===== src/rtl/vga_bouncer.sv =====
// vga_bouncer: bouncing-box pattern generator for the 640x480 VGA path.
//
// A white border frame is drawn around the visible area. One solid box moves
// once per frame and reflects off the inside of the border. Each bounce
// advances the box colour through an 8-entry RGB332 palette, pulses the
// bounce/corner outputs and bumps a saturating bounce counter.
//
// Ports:
//   clk25      in   25 MHz pixel clock
//   clr        in   asynchronous active-high reset
//   vidon      in   visible-region flag from the sync block
//   vsync      in   vertical sync; its rising edge is the frame tick
//   hc, vc     in   horizontal / vertical counters (10 bit)
//   pause      in   1 = freeze motion
//   step       in   one-cycle pulse, one motion update while paused
//   dx, dy     in   per-axis speed in pixels/frame, sampled at update
//   red/green/blue out  registered RGB332 pixel, 1 cycle after hc/vc/vidon
//   bounce     out  one-cycle pulse on any wall hit
//   corner     out  one-cycle pulse when both axes hit in the same update
//   bounce_cnt out  saturating count of updates that had a hit
module vga_bouncer #(
  parameter int HBP   = 144,
  parameter int HFP   = 784,
  parameter int VBP   = 31,
  parameter int VFP   = 511,
  parameter int BW    = 4,
  parameter int BOX_W = 32,
  parameter int BOX_H = 24,
  parameter int X0    = 149,
  parameter int Y0    = 36
) (
  input  logic        clk25,
  input  logic        clr,
  input  logic        vidon,
  input  logic        vsync,
  input  logic [9:0]  hc,
  input  logic [9:0]  vc,
  input  logic        pause,
  input  logic        step,
  input  logic [2:0]  dx,
  input  logic [2:0]  dy,
  output logic [2:0]  red,
  output logic [2:0]  green,
  output logic [1:0]  blue,
  output logic        bounce,
  output logic        corner,
  output logic [15:0] bounce_cnt
);

  // Limits of the box's top-left corner; 11 bits so x+dx never wraps.
  localparam logic [10:0] XMIN = 11'(HBP + BW);
  localparam logic [10:0] XMAX = 11'(HFP - BW - BOX_W);
  localparam logic [10:0] YMIN = 11'(VBP + BW);
  localparam logic [10:0] YMAX = 11'(VFP - BW - BOX_H);

  // Border bands: [start, end) on each side.
  localparam logic [10:0] HB_LO = 11'(HBP);
  localparam logic [10:0] HB_HI = 11'(HBP + BW);
  localparam logic [10:0] HF_LO = 11'(HFP - BW);
  localparam logic [10:0] HF_HI = 11'(HFP);
  localparam logic [10:0] VB_LO = 11'(VBP);
  localparam logic [10:0] VB_HI = 11'(VBP + BW);
  localparam logic [10:0] VF_LO = 11'(VFP - BW);
  localparam logic [10:0] VF_HI = 11'(VFP);

  localparam logic [10:0] BOX_WM1 = 11'(BOX_W - 1);
  localparam logic [10:0] BOX_HM1 = 11'(BOX_H - 1);
  localparam logic [9:0]  X_RST   = 10'(X0);
  localparam logic [9:0]  Y_RST   = 10'(Y0);

  typedef struct packed {
    logic [9:0] pos;
    logic       dir;
    logic       hit;
  } axis_t;

  // One axis of motion. dir=1 moves towards hi. A zero speed holds
  // everything, so a box parked on a wall does not re-trigger a hit.
  function automatic axis_t axis_step(input logic [9:0] pos, input logic dir,
                                      input logic [2:0] d,
                                      input logic [10:0] lo, input logic [10:0] hi);
    axis_t      r;
    logic [10:0] p11;
    logic [10:0] d11;
    p11   = {1'b0, pos};
    d11   = {8'b0, d};
    r.pos = pos;
    r.dir = dir;
    r.hit = 1'b0;
    if (d != 3'd0) begin
      if (dir) begin
        if (p11 + d11 >= hi) begin
          r.pos = hi[9:0];
          r.dir = 1'b0;
          r.hit = 1'b1;
        end else begin
          r.pos = pos + {7'b0, d};
        end
      end else begin
        // Landing exactly on the wall counts as a hit too.
        if ((p11 < lo + d11) || (p11 - d11 == lo)) begin
          r.pos = lo[9:0];
          r.dir = 1'b1;
          r.hit = 1'b1;
        end else begin
          r.pos = pos - {7'b0, d};
        end
      end
    end
    return r;
  endfunction

  function automatic logic [7:0] palette(input logic [2:0] idx);
    logic [7:0] c;
    case (idx)
      3'd0:    c = 8'hE0;
      3'd1:    c = 8'h1C;
      3'd2:    c = 8'h03;
      3'd3:    c = 8'hFC;
      3'd4:    c = 8'hE3;
      3'd5:    c = 8'h1F;
      3'd6:    c = 8'hFF;
      default: c = 8'hF0;
    endcase
    return c;
  endfunction

  logic        vs_q;
  logic [9:0]  x_q, x_d, y_q, y_d;
  logic        xdir_q, xdir_d, ydir_q, ydir_d;
  logic [2:0]  col_q, col_d;
  logic [15:0] cnt_q, cnt_d;
  logic        bounce_q, corner_q;
  logic [7:0]  rgb_q, rgb_d;
  logic        tick, upd, hitx, hity, hit;
  axis_t       ax, ay;

  // Frame tick from the vsync rising edge; vs_q resets high so the first
  // cycle after reset never ticks.
  assign tick = vsync & ~vs_q;
  // Ticks drive motion when running; step drives it only when paused.
  assign upd  = (tick & ~pause) | (step & pause);

  always_comb begin
    x_d    = x_q;
    y_d    = y_q;
    xdir_d = xdir_q;
    ydir_d = ydir_q;
    hitx   = 1'b0;
    hity   = 1'b0;
    ax     = axis_step(x_q, xdir_q, dx, XMIN, XMAX);
    ay     = axis_step(y_q, ydir_q, dy, YMIN, YMAX);
    if (upd) begin
      x_d    = ax.pos;
      xdir_d = ax.dir;
      hitx   = ax.hit;
      y_d    = ay.pos;
      ydir_d = ay.dir;
      hity   = ay.hit;
    end
    hit   = hitx | hity;
    col_d = hit ? col_q + 3'd1 : col_q;
    cnt_d = (hit && (cnt_q != 16'hFFFF)) ? cnt_q + 16'd1 : cnt_q;
  end

  // Pixel colour, priority: blanking, border, box, background.
  logic [10:0] hc11, vc11, bx11, by11;
  logic        in_border, in_box;

  always_comb begin
    hc11      = {1'b0, hc};
    vc11      = {1'b0, vc};
    bx11      = {1'b0, x_q};
    by11      = {1'b0, y_q};
    in_border = ((hc11 >= HB_LO) && (hc11 < HB_HI)) ||
                ((hc11 >= HF_LO) && (hc11 < HF_HI)) ||
                ((vc11 >= VB_LO) && (vc11 < VB_HI)) ||
                ((vc11 >= VF_LO) && (vc11 < VF_HI));
    in_box    = (hc11 >= bx11) && (hc11 <= bx11 + BOX_WM1) &&
                (vc11 >= by11) && (vc11 <= by11 + BOX_HM1);
    rgb_d     = 8'h00;
    if (vidon) begin
      if (in_border) rgb_d = 8'hFF;
      else if (in_box) rgb_d = palette(col_q);
    end
  end

  always_ff @(posedge clk25 or posedge clr) begin
    if (clr) begin
      vs_q     <= 1'b1;
      x_q      <= X_RST;
      y_q      <= Y_RST;
      xdir_q   <= 1'b1;
      ydir_q   <= 1'b1;
      col_q    <= 3'd0;
      cnt_q    <= 16'd0;
      bounce_q <= 1'b0;
      corner_q <= 1'b0;
      rgb_q    <= 8'h00;
    end else begin
      vs_q     <= vsync;
      x_q      <= x_d;
      y_q      <= y_d;
      xdir_q   <= xdir_d;
      ydir_q   <= ydir_d;
      col_q    <= col_d;
      cnt_q    <= cnt_d;
      bounce_q <= hit;
      corner_q <= hitx & hity;
      rgb_q    <= rgb_d;
    end
  end

  assign {red, green, blue} = rgb_q;
  assign bounce             = bounce_q;
  assign corner             = corner_q;
  assign bounce_cnt         = cnt_q;

endmodule


===== config.mk =====
export PLATFORM = sky130hd
export DESIGN_NAME = vga_bouncer
export DESIGN_NICKNAME = d
export VERILOG_FILES = /design/src/rtl/vga_bouncer.sv
export SDC_FILE = /design/constraint.sdc
export NUM_CORES = 1
export LEC_CHECK = 0
export ABC_AREA = 1
export BUFFER_PORTS_ARGS = -buffer_cell sky130_fd_sc_hd__buf_2
export CAP_MARGIN = 10
export CORE_UTILIZATION = 45
export CTS_CLUSTER_DIAMETER = 40
export CTS_CLUSTER_SIZE = 24
export DETAILED_ROUTE_END_ITERATION = 16
export PLACE_DENSITY = 0.76
export RECOVER_POWER = 50
export SLEW_MARGIN = 40
export SYNTH_ARGS = -nofsm -noshare
export SYNTH_HDL_FRONTEND = slang
export SYNTH_SLANG_ARGS = --single-unit
export TNS_END_PERCENT = 10

===== constraint.sdc =====
create_clock -name clk25 -period 2.5 [get_ports clk25]
set_input_delay 0 -clock clk25 [delete_from_list [all_inputs] [get_ports clk25]]
set_output_delay 0 -clock clk25 [all_outputs]
set_load 0.02 [all_outputs]

==> results.toml <==
[sta]
whs_ps = 220
rsz0062_at_grt = "yes"
fmax_ghz = 0.391
finalSetupTns_ps = -456
fin_crit_ps = 2560
clock_skew_ps = 4.32
worst_slew_pin_slew_ps = 793
max_slew_margin = 0.467
fin_ws_ps = -59.8
finalMaxSlewViolations = 0
setup_viol = 22
post-route-period-util = 1.02
hold_viol_final = 0

[placement]
gp_congestion = 0.930
hpwl_um = 11000
port_buffers = 57

[setup_path]
critPathKind = "reg2reg"
path_cells = "inv_2 -> buf_4 -> nand3_1 -> a21oi_2 -> nor2_1 -> xor2_1 -> ha_1 -> nand2_1 -> o41ai_1 -> inv_1 -> nand2_2 -> nand4_1 -> a21oi_2"
slowest_stage = "dfrtp_1"
cp.depth = 13
critPathMaxStageDelay_ps = 410
critPathMaxFanout = 4
end_kind = "flip-flop"
reg2reg_depth = 13
worstReg2RegStart = "y_q[0]"
critical_path.top_delay_family = "compound AO/OA/AOI/OAI gates"
critPathLaunchType = "flip-flop"
crit_buf_inv = 3
crit_start = "y_q[0]"
cp_common_cell = "a21oi_2"
required_ps = 2730
arrival_ps = 2790

[grt]
grt-busiest-layer = "met2"
antenna_found_initial = 0
grt_pass1_vias = 5226
grt_pass1_wl_um = 24100
grt_max_degree = 25
track_usage = 0.237
grt-ovfl-total = 0
met3_usage = 0.0262
grtUsageMet1 = 0.307
grtUsageMet2 = 0.412

[synth]
ys_seq_area_frac = 0.227
synth_edf_count = 0
synth.area.top_cells = "dfrtp_1 18%, ha_1 16%, nand2_1 13%"
syn_avg_cell_area_um2 = 7.15
yosys.area.top_type = "dfrtp_1"
netlist_instances = 747
yosys_warnings = 0
synth_seq_cells = 48
yosys.cell_types.count = 46
syn-num-nets = 850
synth.top_cell.area_share = 0.183
synthFlopType = "dfrtp_1"
syn-cell-area_um2 = 5340
ys_async_sr_fraction = 1.00

[die]
ioPinCount = 58
start_util = 0.465
rows = 39
core-area_um2 = 11500
die_area_um2 = 12300
die_x_um = 111
fp.dieH_um = 111

[pwr]
leakagePower_nw = 3.30
ir_drop_mv = 0.716
power_density_nw_per_um2 = 1070

[worst_hold_path]
hp-start = "dx[0]"
whs_path_depth = 5
hold_path.class = "in2reg"

[routing]
drt-pass1-iter-count = 5
num_vias = 5377
drtIter0Drc = 287
ant_nets = 0
drc = 0
vias_per_cell = 5.32
wl_per_cell_um = 14.3
totalWireLength_um = 14400

[cells_and_area]
fin_nets = 971
multiInputGateArea_um2 = 3830
final_layout_size_suffix_gt1_frac = 0.257
register_area_um2 = 1210
synthToLayoutAreaGrowth_pct = 23.4
fill_cells = 1042
diodes = 0

[clock_tree]
htreeDepth = 2
cts.sinks = 48
cts_buffer_depth = 2
clkTransAtPathRegs_ps = 70
clock-root-buffer = "clkbuf_16"
cts_buffers = 5
cts_tree = "yes"
worstSkewPairLatency_ps = 290

[status]
failed_checks = "setup timing"
status = "complete, but fails checks"

[run]
max_cap_viol_count = 0
==> path summary, 6_finish.rpt <==
path	slack (ps)	to
worst max-delay path	-60	rgb_q[3]
worst min-delay path	220	x_q[0]
worst max register to register	-60	rgb_q[3]
worst min register to register	540	bounce_cnt[15]
max in group asynchronous	1140	rgb_q[4]
min in group asynchronous	320	bounce_cnt[1]
==> cells in the mapped netlist, types with 6 or more instances <==
master    number
a21oi_1       33
buf_2          6
buf_4          6
dfrtp_1       39
dfstp_2        9
ha_1          67
inv_1         75
inv_2         10
nand2_1      187
nand2_2       16
nand3_1       60
nand4_1       18
nor2_1        57
nor3_1        14
nor4_1         6
o211ai_1       7
o21ai_0       29
o21ai_1        6
o31ai_1        6
xnor2_1       10
xor2_1        30
==> worst reg2reg max path, stage by stage (launching register included) <==
cell and delay, ps:
dfrtp_1 410, inv_2 130, buf_4 140, nand3_1 110, a21oi_2 250, nor2_1 80
xor2_1 150, ha_1 290, nand2_1 80, o41ai_1 410, inv_1 90, nand2_2 100
nand4_1 120, a21oi_2 150
==> routing by layer <==
metal  share of wire  vias up
met4           0.019        0
met3           0.043       22
met1            0.45     2492
met5               0        -
li1                -     2727
met2            0.49      136
==> metrics by stage <==
stage          setup WS (ps)  cell area, um^2  utilization  total power [mW]  instances
3_5_place_dp            -194             6130        0.535              5.76        987
3_3_place_gp           -60.0             6130        0.535              5.65        987
4_1_cts                -42.6             6460        0.563              6.71       1005
5_1_grt                 -240             6590        0.574              7.75       1011
2_1_floorplan           23.1             5340            -              4.37        747
6_report               -59.8             6590        0.574              7.07       1011
==> report_power, final <==
group | total [mW] | switching, mW | internal [mW]
Combinational | 5.04 | 2.91 | 2.13
Clock | 0.718 | 0.297 | 0.421
Sequential | 1.31 | 0.281 | 1.03
Total | 7.07 | 3.49 | 3.58
==> cells in the final DEF, fill, tap and decap left out, types with 9 or more instances in the layout <==
master,instances
o21ai_1,12
inv_2,16
a21oi_2,9
nor3_1,12
buf_2,42
nand2_1,182
nor2_1,53
nand4_1,18
clkbuf_1,16
inv_1,68
nand3_1,57
o21ai_0,22
ha_1,62
buf_4,70
dfrtp_1,39
a21oi_1,24
dfstp_2,9
xor2_1,28
nand2_2,21
xnor2_1,10
==> timing repair <==
item,in CTS,in global routing
gates cloned,2,0
hold buffers,3,0
setup endpoints to repair,30,43
pin swaps,14,20
resized for setup,21,34
buffers inserted,6,6
hold endpoints to repair,17,0
==> logic make-up (layout without fill, tap and decap cells) <==
group,Yosys count,after routing,synth area share
DFF,48,48,0.227
buffers and inverters,109,228,0.0914
and+or+nand+nor,376,378,0.327
adders and majority gates,71,71,0.172
AOI/OAI and AO/OA,103,103,0.117
xor gates and xnor gates,40,40,0.0656
==> sequential cells by signal, summed over array words and instances, names as in the netlist <==
signal / flops
rgb_q: 4
col_q: 3
bounce: 1
corner: 1
ydir_q: 1
x_q: 10
vs_q: 1
xdir_q: 1
y_q: 10
bounce_cnt: 16
==> final cells by class <==
cell class / instances / area share
multi-input cells: 592 / 0.582
flip-flops and latches: 48 / 0.184
repair buffers: 134 / 0.133
inverters: 87 / 0.0503
well taps: 143 / 0.0272
clock buffers: 7 / 0.0232
(Power assumes the default switching activity.)
